`config.mk`:
```
export PLATFORM = sky130hd
export DESIGN_NAME = uart_frame_tx_flat
export DESIGN_NICKNAME = d
export VERILOG_FILES = /design/src/rtl/uart_pkg.sv /design/src/rtl/uart_frame_tx_if.sv /design/src/rtl/uart_tx_byte.sv /design/src/rtl/uart_frame_tx.sv /design/src/flat_wrapper.sv
export SDC_FILE = /design/constraint.sdc
export NUM_CORES = 1
export LEC_CHECK = 0
export BUFFER_PORTS_ARGS = -buffer_cell sky130_fd_sc_hd__buf_2
export CORE_MARGIN = 10
export CORE_UTILIZATION = 56
export CTS_CLUSTER_DIAMETER = 150
export DETAILED_ROUTE_END_ITERATION = 6
export GPL_ROUTABILITY_DRIVEN = 0
export PLACE_DENSITY = 0.83
export SETUP_SLACK_MARGIN = 0.1
export SYNTH_ARGS = -nofsm -noshare
export SYNTH_HDL_FRONTEND = slang
export SYNTH_SLANG_ARGS = --single-unit
```
`constraint.sdc`:
```
create_clock -name clk -period 2.75 [get_ports clk]
set_input_delay 0.1375 -clock clk [delete_from_list [all_inputs] [get_ports clk]]
set_output_delay 0.1375 -clock clk [all_outputs]
set_load 0.03 [all_outputs]
```
`src/rtl/uart_pkg.sv`:
```
// ---------------------------------------------------------------------------
// uart_pkg
// Shared definitions for the UART frame transmitter:
//   DEFAULT_CLK_DIV       default clk cycles per UART bit
//   FRAME_SOF / FRAME_EOF ASCII frame delimiters '<' and '>'
//   tx_state_e            byte-serializer FSM states
//   hex_ascii()           4-bit nibble -> uppercase ASCII hex digit
// ---------------------------------------------------------------------------
package uart_pkg;

   localparam int         DEFAULT_CLK_DIV = 54;
   localparam logic [7:0] FRAME_SOF       = 8'h3C;
   localparam logic [7:0] FRAME_EOF       = 8'h3E;

   typedef enum logic [2:0] {
      IDLE  = 3'd0,
      START = 3'd1,
      DATA  = 3'd2,
      STOP  = 3'd3,
      DONE  = 3'd4
   } tx_state_e;

   // 0-9 map to 0x30-0x39, A-F map to 0x41-0x46
   function automatic logic [7:0] hex_ascii(input logic [3:0] nib);
      logic [7:0] c;
      if (nib < 4'd10) begin
         c = 8'h30 + {4'h0, nib};
      end else begin
         c = 8'h37 + {4'h0, nib};
      end
      return c;
   endfunction

endpackage

```
`src/rtl/uart_frame_tx_if.sv`:
```
// ---------------------------------------------------------------------------
// uart_frame_tx_if
// Request/status bundle of the UART frame transmitter.
//   start    frame request
//   bank     bank number placed in the frame header
//   data_in  payload, most significant byte sent first
//   txd      UART serial line (idle high)
//   busy     frame in progress
//   done     one-cycle pulse at end of frame
// master: requester side, slave: transmitter side.
// ---------------------------------------------------------------------------
interface uart_frame_tx_if #(
   parameter int DATA_BYTES = 32
);
   logic                    start;
   logic [7:0]              bank;
   logic [8*DATA_BYTES-1:0] data_in;
   logic                    txd;
   logic                    busy;
   logic                    done;

   modport master (output start, output bank, output data_in,
                   input  txd,   input  busy, input  done);

   modport slave  (input  start, input  bank, input  data_in,
                   output txd,   output busy, output done);
endinterface

```
`src/rtl/uart_tx_byte.sv`:
```
// ---------------------------------------------------------------------------
// uart_tx_byte
// 8N1 byte serializer with a load/ready handshake. A byte offered with
// load while ready is high starts on the next cycle. ready is also high in
// the final cycle of a non-last stop bit, so consecutive bytes leave no
// idle gap. A byte flagged 'last' ends in DONE for exactly one cycle.
//   clk, rst_n  clock, asynchronous active-low reset
//   load        byte_in/last valid
//   last        byte being loaded is the final one of the frame
//   byte_in     byte to send
//   ready       a load this cycle is accepted
//   txd         serial output (registered, idle high)
//   busy        START/DATA/STOP in progress (registered)
//   done        one-cycle end-of-frame pulse (registered)
// ---------------------------------------------------------------------------
module uart_tx_byte
   import uart_pkg::*;
#(
   parameter int CLK_DIV = DEFAULT_CLK_DIV
) (
   input  logic       clk,
   input  logic       rst_n,
   input  logic       load,
   input  logic       last,
   input  logic [7:0] byte_in,
   output logic       ready,
   output logic       txd,
   output logic       busy,
   output logic       done
);

   localparam int                BAUD_W      = (CLK_DIV > 1) ? $clog2(CLK_DIV) : 1;
   localparam logic [BAUD_W-1:0] BAUD_RELOAD = BAUD_W'(CLK_DIV - 1);
   localparam logic [BAUD_W-1:0] BAUD_ZERO   = {BAUD_W{1'b0}};
   localparam logic [BAUD_W-1:0] BAUD_ONE    = BAUD_W'(1);

   tx_state_e         state_q, state_d;
   logic [BAUD_W-1:0] baud_q,  baud_d;
   logic [2:0]        bit_q,   bit_d;
   logic [7:0]        shift_q, shift_d;
   logic              last_q,  last_d;
   logic              txd_q,   txd_d;
   logic              busy_q,  busy_d;
   logic              done_q,  done_d;
   logic              bit_end_s;

   assign bit_end_s = (baud_q == BAUD_ZERO);
   assign ready     = (state_q == IDLE) || (state_q == DONE) ||
                      ((state_q == STOP) && bit_end_s && !last_q);
   assign txd       = txd_q;
   assign busy      = busy_q;
   assign done      = done_q;

   // Next-state, counter and registered-output computation
   always_comb begin
      state_d = state_q;
      baud_d  = baud_q;
      bit_d   = bit_q;
      shift_d = shift_q;
      last_d  = last_q;
      case (state_q)
         IDLE, DONE: begin
            if (load) begin
               state_d = START;
               baud_d  = BAUD_RELOAD;
               bit_d   = 3'd0;
               shift_d = byte_in;
               last_d  = last;
            end else begin
               state_d = IDLE;
            end
         end
         START: begin
            if (bit_end_s) begin
               state_d = DATA;
               baud_d  = BAUD_RELOAD;
               bit_d   = 3'd0;
            end else begin
               baud_d  = baud_q - BAUD_ONE;
            end
         end
         DATA: begin
            if (bit_end_s) begin
               baud_d = BAUD_RELOAD;
               if (bit_q == 3'd7) begin
                  state_d = STOP;
               end else begin
                  bit_d   = bit_q + 3'd1;
                  shift_d = {1'b0, shift_q[7:1]};
               end
            end else begin
               baud_d = baud_q - BAUD_ONE;
            end
         end
         STOP: begin
            if (bit_end_s) begin
               if (last_q) begin
                  state_d = DONE;
                  last_d  = 1'b0;
               end else if (load) begin
                  // back-to-back: next start bit follows with no gap
                  state_d = START;
                  baud_d  = BAUD_RELOAD;
                  bit_d   = 3'd0;
                  shift_d = byte_in;
                  last_d  = last;
               end else begin
                  state_d = IDLE;
               end
            end else begin
               baud_d = baud_q - BAUD_ONE;
            end
         end
         default: begin
            state_d = IDLE;
            baud_d  = BAUD_ZERO;
            bit_d   = 3'd0;
            last_d  = 1'b0;
         end
      endcase

      // outputs are decoded from the next state so they register cleanly
      case (state_d)
         START:   txd_d = 1'b0;
         DATA:    txd_d = shift_d[0];
         default: txd_d = 1'b1;
      endcase
      busy_d = (state_d == START) || (state_d == DATA) || (state_d == STOP);
      done_d = (state_d == DONE);
   end

   // Serializer state and output registers
   always_ff @(posedge clk or negedge rst_n) begin
      if (!rst_n) begin
         state_q <= IDLE;
         baud_q  <= BAUD_ZERO;
         bit_q   <= 3'd0;
         shift_q <= 8'h00;
         last_q  <= 1'b0;
         txd_q   <= 1'b1;
         busy_q  <= 1'b0;
         done_q  <= 1'b0;
      end else begin
         state_q <= state_d;
         baud_q  <= baud_d;
         bit_q   <= bit_d;
         shift_q <= shift_d;
         last_q  <= last_d;
         txd_q   <= txd_d;
         busy_q  <= busy_d;
         done_q  <= done_d;
      end
   end

endmodule

```
`src/rtl/uart_frame_tx.sv`:
```
// ---------------------------------------------------------------------------
// uart_frame_tx
// Sends "<" + hex(bank) + hex(data_in) + ">" as 8N1 ASCII, nibbles MSB
// first, uppercase hex. bank/data_in are captured when start is accepted;
// further start requests are ignored until the frame finishes.
//   clk, rst_n  clock, asynchronous active-low reset
//   bus         uart_frame_tx_if slave: start/bank/data_in in,
//               txd/busy/done out
// ---------------------------------------------------------------------------
module uart_frame_tx
   import uart_pkg::*;
#(
   parameter int CLK_DIV    = DEFAULT_CLK_DIV,
   parameter int DATA_BYTES = 32
) (
   input  logic            clk,
   input  logic            rst_n,
   uart_frame_tx_if.slave  bus
);

   localparam int               NCHARS   = 4 + 2 * DATA_BYTES;
   localparam int               IDX_W    = $clog2(NCHARS);
   localparam int               PAY_W    = 8 * (DATA_BYTES + 1);
   localparam logic [IDX_W-1:0] IDX_LAST = IDX_W'(NCHARS - 1);
   localparam logic [IDX_W-1:0] IDX_ONE  = IDX_W'(1);
   localparam logic [IDX_W-1:0] IDX_ZERO = {IDX_W{1'b0}};

   // bank and payload in one shift register: the next hex nibble is always
   // the top nibble
   logic [PAY_W-1:0] payload_q, payload_d;
   logic [IDX_W-1:0] idx_q,     idx_d;
   logic             active_q,  active_d;
   logic             load_s;
   logic             last_s;
   logic [7:0]       byte_s;
   logic             ready_s;

   // Character sequencing: pick the next ASCII char whenever the serializer
   // can take one
   always_comb begin
      payload_d = payload_q;
      idx_d     = idx_q;
      active_d  = active_q;
      load_s    = 1'b0;
      last_s    = 1'b0;
      byte_s    = FRAME_SOF;
      if (active_q) begin
         if (ready_s) begin
            load_s = 1'b1;
            if (idx_q == IDX_LAST) begin
               byte_s   = FRAME_EOF;
               last_s   = 1'b1;
               active_d = 1'b0;
               idx_d    = IDX_ZERO;
            end else begin
               byte_s    = hex_ascii(payload_q[PAY_W-1 -: 4]);
               payload_d = {payload_q[PAY_W-5:0], 4'h0};
               idx_d     = idx_q + IDX_ONE;
            end
         end else begin
            load_s = 1'b0;
         end
      end else begin
         // only IDLE/DONE report ready while no frame is being sequenced
         if (bus.start && ready_s) begin
            load_s    = 1'b1;
            byte_s    = FRAME_SOF;
            payload_d = {bus.bank, bus.data_in};
            idx_d     = IDX_ONE;
            active_d  = 1'b1;
         end else begin
            load_s = 1'b0;
         end
      end
   end

   // Frame sequencing registers
   always_ff @(posedge clk or negedge rst_n) begin
      if (!rst_n) begin
         payload_q <= {PAY_W{1'b0}};
         idx_q     <= IDX_ZERO;
         active_q  <= 1'b0;
      end else begin
         payload_q <= payload_d;
         idx_q     <= idx_d;
         active_q  <= active_d;
      end
   end

   uart_tx_byte #(
      .CLK_DIV (CLK_DIV)
   ) u_tx_byte (
      .clk     (clk),
      .rst_n   (rst_n),
      .load    (load_s),
      .last    (last_s),
      .byte_in (byte_s),
      .ready   (ready_s),
      .txd     (bus.txd),
      .busy    (bus.busy),
      .done    (bus.done)
   );

endmodule

```
`src/flat_wrapper.sv`:
```
// flat-port wrapper written by rule: the top's interface ports become plain ports
module uart_frame_tx_flat import uart_pkg::*;
#(
   parameter int CLK_DIV    = DEFAULT_CLK_DIV,
   parameter int DATA_BYTES = 32
)
  (clk, rst_n, bus_start, bus_bank, bus_data_in, bus_txd, bus_busy, bus_done);
  uart_frame_tx_if #(.DATA_BYTES(DATA_BYTES)) bus_i ();
  input  logic clk;
  input  logic rst_n;
  input wire logic [$bits(bus_i.start)-1:0] bus_start;
  input wire logic [$bits(bus_i.bank)-1:0] bus_bank;
  input wire logic [$bits(bus_i.data_in)-1:0] bus_data_in;
  output wire logic [$bits(bus_i.txd)-1:0] bus_txd;
  output wire logic [$bits(bus_i.busy)-1:0] bus_busy;
  output wire logic [$bits(bus_i.done)-1:0] bus_done;
  assign bus_i.start = bus_start;
  assign bus_i.bank = bus_bank;
  assign bus_i.data_in = bus_data_in;
  assign bus_txd = bus_i.txd;
  assign bus_busy = bus_i.busy;
  assign bus_done = bus_i.done;
  uart_frame_tx #(.CLK_DIV(CLK_DIV), .DATA_BYTES(DATA_BYTES)) u_core (.clk(clk), .rst_n(rst_n), .bus(bus_i));
endmodule
```
==> impl_metrics.yaml <==
finish:
  fin_nets: 1801
  area_growth_pct: 31.89
  drive_gt1_share_pct: 44.32
  layout_commonest_cell: "mux2_2"
  stdcell_count: 1904
  layout_common_cells: "mux2_2 (319), dfrtp_1 (294), buf_2 (268), mux2_1 (198), dlygate4sd3_1 (177)"
sta:
  finalHoldViolCount: 2
  setup_viol: 0
  period_share_pct: 88.74
  worst_pin_slew_ns: 0.8141
  clock.fmax_mhz: 409.8
  whs_ns: -0.001954
  tns_ns: 0
  rsz0062_at_grt: "no"
  slew_headroom_pct: 45.27
  period_needed_ns: 2.440
  slew_viol_final: 0
  fin_skew_ns: 0.02031
cts:
  cts_num_sinks: 296
  cts.clk_slew.worst_paths_ns: 0.06
  cts_inserted_buffers: 34
  cts_resized: 0
  cts_tree: "yes"
  cts_max_level: 2
  clock_path_buffers: 3
  ctsRootBufferMaster: "clkbuf_16"
  clock_latency_ns: 0.51
detailed_routing:
  via_per_inst: 5.669
  drcViolationCount: 0
  first_pass_iters: 7
  num_vias: 10790
  ant_nets: 0
  wl_um: 41360
  wire_per_inst_um: 21.72
  drtIter0Drc: 746
yosys:
  ys_warn_count: 0
  synth_enable_flop_cells: 0
  syn_nets: 1354
  syn_area_um2: 14970
  syn_area_per_cell_um2: 13.85
  synth_seq_cells: 296
  synthArstFlopShare_pct: 100.0
  ys_seq_area_share_pct: 49.48
  synth_cell_type_count: 58
  synth_cells: 1081
  synthFlopType: "dfrtp_1"
power:
  pwr-share-clk_pct: 46.3
  p_leak_uw: 0.009020
  vdd_drop_max_mv: 0.4261
  seqPwrFrac_pct: 44.9
  p_sw_share_pct: 21.75
  pwr-share-comb_pct: 8.8
  powerDensity_nw_per_um2: 526.3
  p_switching_uw: 2261
  p_int_uw: 8132
place:
  port_buffers: 269
  dp_hpwl_um: 24880
  dp.cells: 1650
global_route:
  grt_max_degree: 115
  grt_first_pass_wirelength_um: 64880
  grt-ovfl-total: 0
  grt_use_total_pct: 24.02
  grt_pass1_vias: 12060
  antenna_found_initial: 21
status:
  violations: "hold timing"
  outcome: "complete, but fails checks"
min_path:
  hold_path_class: "in -> reg"
die:
  io_pins: 270
  dieArea_um2: 33680
  fp-row-count: 59
  start_util_pct: 57.13
  core_area_um2: 26210
  die_w_um: 183.5
  die_h_um: 183.5
worst_setup_path:
  crit_type: "reg -> reg"
  path_max_fanout: 33
  crit_arrival_ns: 2.81
  cp-end-kind: "flip-flop"
  cp-start-kind: "flip-flop"
  critPathRequiredTime_ns: 3.12
job:
  drv_cap: 0
## cell type report
cell class | count | area, µm²
Inverter | 13 | 48.80
Tap cell | 335 | 419.2
Antenna cell | 19 | 47.55
Clock buffer | 48 | 1005
Fill cell | 1534 | 6460
Sequential cell | 296 | 7412
Timing Repair Buffer | 480 | 3558
Clock inverter | 10 | 178.9
Multi-Input combinational cell | 703 | 7077
## cell families (layout without fill, tap and decap cells)
| logic type | count (synthesis) | after routing | share of synthesized area [%] |
|---|---|---|---|
| multiplexers | 523 | 523 | 39.29 |
| buffers and inverters | 82 | 551 | 3.251 |
| XOR/XNOR | 2 | 2 | 0.1170 |
| AO/OA/AOI/OAI | 84 | 84 | 3.953 |
| other | 0 | 19 | 0 |
| flip-flops | 296 | 296 | 49.48 |
| adder cells (fa/ha/maj) | 6 | 6 | 0.5014 |
| AND/OR/NAND/NOR | 88 | 88 | 3.410 |
## timing repair
action / in CTS / in global routing
hold buffers: 176 / 1
hold endpoints to repair: 249 / 1
buffers inserted: 0 / 0
## synthesized netlist by cell type (3+ instances only)
| library cell | n | area, µm² |
|---|---|---|
| a21oi_1 | 8 | 40.04 |
| a32o_1 | 7 | 70.07 |
| or3_1 | 5 | 31.28 |
| buf_6 | 22 | 247.7 |
| nor2_1 | 14 | 52.55 |
| o21ai_0 | 23 | 115.1 |
| nand2b_1 | 6 | 37.54 |
| o31ai_1 | 3 | 22.52 |
| a31oi_1 | 13 | 81.33 |
| a2111oi_0 | 5 | 43.79 |
| nand2_1 | 18 | 67.56 |
| inv_1 | 13 | 48.80 |
| nor3_1 | 11 | 55.05 |
| clkbuf_1 | 35 | 131.4 |
| ha_1 | 6 | 75.07 |
| mux2i_1 | 6 | 60.06 |
| dfrtp_1 | 295 | 7382 |
| mux2_2 | 319 | 3592 |
| buf_2 | 11 | 55.05 |
| a211oi_1 | 3 | 22.52 |
| nand3_1 | 8 | 40.04 |
| nor2b_1 | 7 | 43.79 |
| mux2_1 | 198 | 2230 |
| nor3_4 | 3 | 48.80 |
## registers in the layout, indices dropped and copies added (netlist names)
name / flops
u_core.payload_q: 264
u_core.u_tx_byte.shift_q: 8
u_core.idx_q: 7
u_core.u_tx_byte.baud_q: 6
u_core.u_tx_byte.bit_q: 3
u_core.u_tx_byte.state_q: 3
u_core.active_q: 1
u_core.u_tx_byte.busy: 1
u_core.u_tx_byte.done: 1
u_core.u_tx_byte.last_q: 1
u_core.u_tx_byte.txd: 1
## metrics by stage
stage / area (µm²) / util (%) / setup WS [ns] / power (µW)
2_1_floorplan: 14970 / - / 0.3925 / 5017
3_3_place_gp: 16740 / 63.89 / 0.4765 / 5380
3_5_place_dp: 16740 / 63.89 / 0.3940 / 5420
4_1_cts: 19690 / 75.13 / 0.3727 / 10400
5_1_grt: 19740 / 75.34 / 0.1453 / 10730
6_report: 19750 / 75.35 / 0.3096 / 10390
## routing by layer
layer | share of wire [%] | global-route usage (%) | vias up | wire (µm)
met1 | 37 | 26.49 | 5411 | 15450
met2 | 53 | 43.11 | 368 | 21830
met5 | 0.034 | 0 | - | 14
li1 | - | - | 4894 | -
met3 | 5.8 | 5.375 | 116 | 2400
met4 | 4.0 | 11.25 | 4 | 1673
## final timing paths
kind,start,end,slack [ns],depth (start not counted)
max,u_core.u_tx_byte.state_q[1],u_core.payload_q[231],0.31,6
min,bus_data_in[84],u_core.payload_q[84],-0.002,3
max reg2reg,u_core.u_tx_byte.state_q[1],u_core.payload_q[231],0.31,6
min reg2reg,u_core.payload_q[253],u_core.payload_q[253],0.48,1
max in group asynchronous,rst_n,u_core.u_tx_byte.txd,1.74,3
min in group asynchronous,rst_n,u_core.payload_q[133],0.22,2
## worst max-delay path: stages (launching register included)
cell and delay (ns):
dfrtp_1 0.47, nor2_1 0.44, a31oi_1 0.18, nor3_4 0.34, buf_12 0.22, buf_12 0.22, mux2_1 0.40
## power by group through the flow
stage                     Clock, µW  Combinational [µW]  Sequential, µW
after floorplan                   0                 324            4690
final                          4810                 912            4670
after global routing           5050                 994            4690
after CTS                      4850                 895            4660
after detailed placement          0                 689            4730
after global placement            0                 662            4720
(Power assumes the default switching activity.)
